[config.mk]
export PLATFORM = sky130hd
export DESIGN_NAME = cla_adder
export DESIGN_NICKNAME = d
export VERILOG_FILES = /design/src/rtl/cla_adder.sv
export SDC_FILE = /design/constraint.sdc
export NUM_CORES = 1
export LEC_CHECK = 0
export ABC_CLOCK_PERIOD_IN_PS = 3150
export BUFFER_PORTS_ARGS = -buffer_cell sky130_fd_sc_hd__buf_2
export CORE_AREA = 2 2 39 41
export CTS_CLUSTER_DIAMETER = 200
export DETAILED_ROUTE_END_ITERATION = 16
export DIE_AREA = 0 0 41 43
export GPL_ROUTABILITY_DRIVEN = 1
export HOLD_SLACK_MARGIN = 0.12
export PLACE_DENSITY_LB_ADDON = 0.15
export SLEW_MARGIN = 20
export SYNTH_ARGS = -nofsm -noshare
export SYNTH_HDL_FRONTEND = slang
export SYNTH_SLANG_ARGS = --single-unit
[constraint.sdc]
create_clock -name clk -period 3.15 [get_ports clk]
set_input_delay 0.4725 -clock clk [delete_from_list [all_inputs] [get_ports clk]]
set_output_delay 0.4725 -clock clk [all_outputs]
set_load 0.005 [all_outputs]
[src/rtl/cla_adder.sv]
// Registered two-level carry look-ahead adder: 4-bit groups with flattened
// carry equations, plus a second-level unit that forms every group carry-in.

module cla_group (
  input  logic [3:0] a,
  input  logic [3:0] b,
  input  logic       cin,
  output logic [3:0] s,
  output logic       pg,
  output logic       gg,
  output logic       msb_cin
);
  logic [3:0] p, g, c;

  assign p = a ^ b;
  assign g = a & b;

  // Each carry is a flat sum-of-products of the group carry-in.
  assign c[0] = cin;
  assign c[1] = g[0] | (p[0] & cin);
  assign c[2] = g[1] | (p[1] & g[0]) | (p[1] & p[0] & cin);
  assign c[3] = g[2] | (p[2] & g[1]) | (p[2] & p[1] & g[0]) | (p[2] & p[1] & p[0] & cin);

  assign pg = &p;
  assign gg = g[3] | (p[3] & g[2]) | (p[3] & p[2] & g[1]) | (p[3] & p[2] & p[1] & g[0]);

  assign s       = p ^ c;
  assign msb_cin = c[3];
endmodule

module cla_lookahead #(
  parameter int NG = 1
) (
  input  logic [NG-1:0] pg,
  input  logic [NG-1:0] gg,
  input  logic          cin,
  output logic [NG:0]   c,
  output logic          bp,
  output logic          bg
);
  logic [NG:0] gen, prop;

  // gen[k]/prop[k]: generate/propagate over groups 0..k-1, each a flat
  // product term so no group carry depends on another group's carry.
  always_comb begin
    logic term;
    gen  = '0;
    prop = '0;
    prop[0] = 1'b1;
    for (int k = 1; k <= NG; k++) begin
      prop[k] = 1'b1;
      for (int i = 0; i < NG; i++)
        if (i < k) prop[k] = prop[k] & pg[i];
      for (int j = 0; j < NG; j++) begin
        if (j < k) begin
          term = gg[j];
          for (int i = 0; i < NG; i++)
            if (i > j && i < k) term = term & pg[i];
          gen[k] = gen[k] | term;
        end
      end
    end
  end

  always_comb begin
    c = '0;
    for (int k = 0; k <= NG; k++) c[k] = gen[k] | (prop[k] & cin);
  end

  assign bp = prop[NG];
  assign bg = gen[NG];
endmodule

module cla_adder #(
  parameter int WIDTH = 4,
  parameter int GROUP = 4
) (
  input  logic             clk,
  input  logic             rst_n,
  input  logic             in_valid,
  input  logic [WIDTH-1:0] A,
  input  logic [WIDTH-1:0] B,
  input  logic             Cin,
  output logic [WIDTH-1:0] S,
  output logic             Cout,
  output logic             P_out,
  output logic             G_out,
  output logic             ovf,
  output logic             out_valid
);
  localparam int NG = WIDTH / GROUP;

  logic [NG-1:0]      pg, gg, msb_cin;
  logic [NG:0]        gc;
  logic [WIDTH-1:0]   s_comb;
  logic               bp, bg;

  cla_lookahead #(.NG(NG)) u_la (
    .pg(pg), .gg(gg), .cin(Cin), .c(gc), .bp(bp), .bg(bg)
  );

  for (genvar n = 0; n < NG; n++) begin : g_grp
    cla_group u_grp (
      .a       (A[n*4 +: 4]),
      .b       (B[n*4 +: 4]),
      .cin     (gc[n]),
      .s       (s_comb[n*4 +: 4]),
      .pg      (pg[n]),
      .gg      (gg[n]),
      .msb_cin (msb_cin[n])
    );
  end

  always_ff @(posedge clk) begin
    if (!rst_n) begin
      S         <= '0;
      Cout      <= 1'b0;
      P_out     <= 1'b0;
      G_out     <= 1'b0;
      ovf       <= 1'b0;
      out_valid <= 1'b0;
    end else begin
      out_valid <= in_valid;
      if (in_valid) begin
        S     <= s_comb;
        Cout  <= gc[NG];
        P_out <= bp;
        G_out <= bg;
        ovf   <= msb_cin[NG-1] ^ gc[NG];
      end
    end
  end
endmodule

Word-level counts from Yosys, hierarchy flattened
Index checks and enable logic that the tools add are counted.
{ "totals": {"reg_bits": 9, "input_bits": 12, "output_inout_bits": 9, "wordCells": 36} }
{ "classes": {"reduce_logical": 1, "n_bitwise": 29} }
{ "op_table": {"columns": ["op", "count"], "rows": [
  ["$and A1 B1 Y1", 15],
  ["$or A1 B1 Y1", 10],
  ["$xor A4 B4 Y4", 2],
  ["$and A4 B4 Y4", 1],
  ["$reduce_and A4 Y1", 1],
  ["$xor A1 B1 Y1", 1]
]} }

Depth between registers and ports, before layout
{ "logic_depth": {"word_depth": 7, "mapped_depth": 6, "ltp_nobuf": 6} }

Modules after synthesis
Synthesis repeated with hierarchy kept, for this count alone.
{ "unflattened": {"cells_unflattened": 55, "area_unflattened_um2": 555.5} }
{ "modules_own_cells": {"columns": ["module", "area_per_inst_um2", "instances", "cells_each", "seq_area_each_um2"], "rows": [
  ["cla_adder", 331.6, 1, 28, 180.2],
  ["cla_group", 193.9, 1, 23, 0.0],
  ["cla_lookahead", 30.0, 1, 4, 0.0]
]} }

Least setup slack after synthesis
No wires, ideal clock.
{ "synth_path": {"path_kind": "input to register", "start": "in A[0]", "end": "reg ovf", "stages": 5, "n_path_buf": 0, "t_required_ns": 3.034, "slack_ns": 1.290, "t_arrival_ns": 1.744, "setup_ns": 0.116, "path_cell_list": "ha_1 > a211o_1 > a21o_1 > a2111o_1 > o211a_1"} }
{ "synth_between": {"elab_chain_cells": 5, "elab_cells_between_ends": 13, "cone_classes": "bitwise: 12; reduce/logical: 1"} }
{ "synth_rtl": {"columns": ["item", "line", "text"], "rows": [
  ["start: declaration", "81", "input logic [WIDTH-1:0] A,"],
  ["$xor A4 B4 Y4 or $and A4 B4 Y4 (tied branches)", "15, 16", null],
  ["$reduce_and A4 Y1, or another cell as far along", "24", "assign pg = &p;"],
  ["$and A1 B1 Y1, or another cell as far along", "67", "for (int k = 0; k <= NG; k++) c[k] = gen[k] | (prop[k] & cin);"],
  ["$or A1 B1 Y1 (on tied branches)", "67, 22", null],
  ["$xor A1 B1 Y1 (*)", "129", "ovf <= msb_cin[NG-1] ^ gc[NG];"],
  ["end signal: assignment", "129", null],
  ["end: declaration", "88", "output logic ovf,"]
]} }
Mark *: on every way between the ends. The rest lies on a longest branch, timed or not.
A chain may end at the register's enable or synchronous reset.

Worst setup path after layout
Same ends and word-level chain as after synthesis.

==> impl_results.md <==
* Leakage dissipation at 0.327 nW
* CP Data Required Time at approximately 3300 ps
* Post-synth EDFFs at 0
* Die height at 43 um
* Startpoint Class: input port
* Clock Latency Late Sink at between 200 and 300 ps
* CTS Buffer Depth at 2
* Cell with the biggest individual delay on the critical path: a2111o_1
* Post-CTS sizing at 0
* CTS hold repair buffers at 0
* Post-CTS Setup Bufs at 0
* CTS tree: done
* Cell Int Power at about 0.2 mW
* Compound-Gate Fraction of Synth Area at 0.252
* Yosys top cell area share at 0.366
* Average wire per cell in the routed design at between 9 and 10 um
* # clock sinks at 9
* Netlist cell types at 24
* Sequential fraction of the synthesis area at 0.366
* Min-Delay Path Class: reg -> reg
* CP top delay family: compound AO/OA/AOI/OAI gates
* Initial antenna violation count at 0
* Fin crit share at 0.563
* Synth Area in XOR/XNOR at 0.0356
* Root buf cell: clkbuf_4
* Clock transition at path regs at about 60 ps
* # rows at 14
* Data arrival, critical path at roughly 1900 ps
* Area leader, netlist: dfxtp_1
* Total design power at approximately 0.28 mW
* Final Setup Violations at 0
* Largest cells by area after synthesis: dfxtp_1, ha_1, nor2_1, a21oi_1, a211oi_1
* Post-synth top cells: nor2_1, dfxtp_1, a21oi_1
* Comb pwr share at 0.243
* Final ANT Viol Nets at 0
* RSZ-0062 raised after global routing: false
* Routability congestion estimate at 0.698
* Die Wd at just over 40 um
* Num CTS Buffers at 3
* DRC viols at 0
* Total of max-cap violations at 0
* Slew Viols, Final at 0
* Largest family of logic cells by synthesized area: compound AO/OA/AOI/OAI gates
* Syn nets at 74
* Sequential share of power at 0.449
* Post-synthesis adder-cell area fraction at 0.142
* YS warnings at 0
* Switching power at 0.0766 mW
* Core Region at 1380 um2
* Clock power frac at 0.307
* Post-Synthesis Cells at 57
* Slew @ Worst Pin at between 300 and 400 ps
* Period minus WS final at 1770 ps
* CTS H-tree depth at 1
* Vias in the first global route at roughly 430
* FILL cells at 161
* Crit Path Class: in -> reg
* I/O Buffers at 20
* DP HPWL at ~780 um
* Rel. slew slack at 0.766
* Core Util, Final at 0.458
* Peak supply drop at 176 uV
* Final hold slack at roughly 460 ps
* Crit Path Max Fanout at 3
* Largest net degree at the start of global routing at 10
* GRT Resource Usage Total at 0.124
* Post-synthesis mux area share at 0.0204
* GR Overflow Total at 0
* Most frequent cell after synthesis: nor2_1
* Synth-to-layout area growth at 28.8%
* Async set-reset flop share out of synthesis at 0
* Die ar. at 1760 um2
* Post-Route WL at ~950 um
* Synth Register Bits at 9
* CP Capture Type: flip-flop
* Clock skew at 0 ps
* WP buf/inv at 1
* Post-synthesis average cell area at about 8.6 um2
* Ports at 21
* Setup_tns at 0 ps
* Status: finished, final reports clean
* Primary FF master, synth: dfxtp_1
* Layout cells sized above 1 at 0.313
* Avg Vias per Cell at roughly 4.8
* DR pass1 iterations at 4
* Sw Ratio at 0.272
* Layout net count at 98
* Pwr dens at around 450 nW/um2
* CP max stage delay at 390 ps
* Ant diodes at 0
* Initial drt markers at 5
* Crit path cell chain: buf_2 -> ha_1 -> a211o_1 -> a21o_1 -> a2111o_1 -> o211a_1
* First-pass GRT wire length at roughly 1500 um
* DR vias at about 460
* Fmax at 564 MHz
* Final Hold Viols at 0
* Synthesized area at approximately 490 um2
* Initial Utilization at 0.355
* Synth Area in Simple Gates at 0.135
==> cell families (layout without fill, tap and decap cells) <==
| family | count (synthesis) | count (layout) |
|---|---|---|
| AOI/OAI and AO/OA | 17 | 17 |
| xor gates and xnor gates | 2 | 2 |
| adders and majority gates | 5 | 5 |
| buffers and inverters | 6 | 29 |
| DFF | 9 | 9 |
| muxes | 1 | 1 |
| and+or+nand+nor | 17 | 17 |
==> layer usage <==
metal	global-route usage	vias up	routed length, um
li1	-	248	-
met1	0.145	195	442
met2	0.191	13	443
met3	0.0314	2	52
met4	0.0800	0	8
met5	0	-	0
==> worst register-to-register path: cells and delay by family, from the launching register on <==
family          cells  cell delay (ps)
compound gates      1              110
flops               1              310
simple gates        2              140
==> final cells by class <==
cell class,count,area (um2),area share
timing repair buffer,20,100,0.158
clock buffer,4,26.3,0.0415
multi-input combinational,42,288,0.455
inverter,5,18.8,0.0296
sequential,9,180,0.285
tap,16,20.0,0.0316
==> power groups by stage <==
stage	logic, mW	clock network (mW)	registers (mW)
floorplan	0.0441	0	0.131
global placement	0.0695	0	0.129
detailed placement	0.0697	0	0.129
CTS	0.0701	0.0905	0.127
global route	0.0792	0.0935	0.128
finish	0.0686	0.0866	0.127
==> registers in the layout, indices dropped and copies added (netlist names) <==
| signal | flops |
|---|---|
| Cout | 1 |
| S | 4 |
| G_out | 1 |
| P_out | 1 |
| out_valid | 1 |
| ovf | 1 |
==> through the flow <==
step / setup slack (ps) / instances / area [um2]
6_report: 1380 / 96 / 633
5_1_grt: 1320 / 96 / 633
4_1_cts: 1380 / 96 / 633
3_5_place_dp: 1130 / 92 / 607
3_3_place_gp: 1130 / 92 / 607
2_1_floorplan: 1290 / 57 / 492
==> cell usage in the layout (no fill, tap or decap), drive strengths merged, types with 2 or more instances in the layout <==
master / Yosys / layout
a21oi: 5 / 5
ha: 4 / 4
a211oi: 3 / 3
inv: 3 / 3
clkbuf: 0 / 4
a21o: 2 / 2
dfxtp: 9 / 9
buf: 1 / 20
a211o: 2 / 2
clkinv: 2 / 2
nor2: 11 / 11
nand2: 4 / 4
==> worst paths after layout <==
kind                            startpoint   end  slack, ps  cells after the start
worst max register to register         ovf   ovf       2500                      3
worst min register to register        S[2]  S[2]        460                      2
worst max-delay path                  A[0]   ovf       1380                      6
worst min-delay path                  S[2]  S[2]        460                      2
Power figures use the tool's default switching activity.
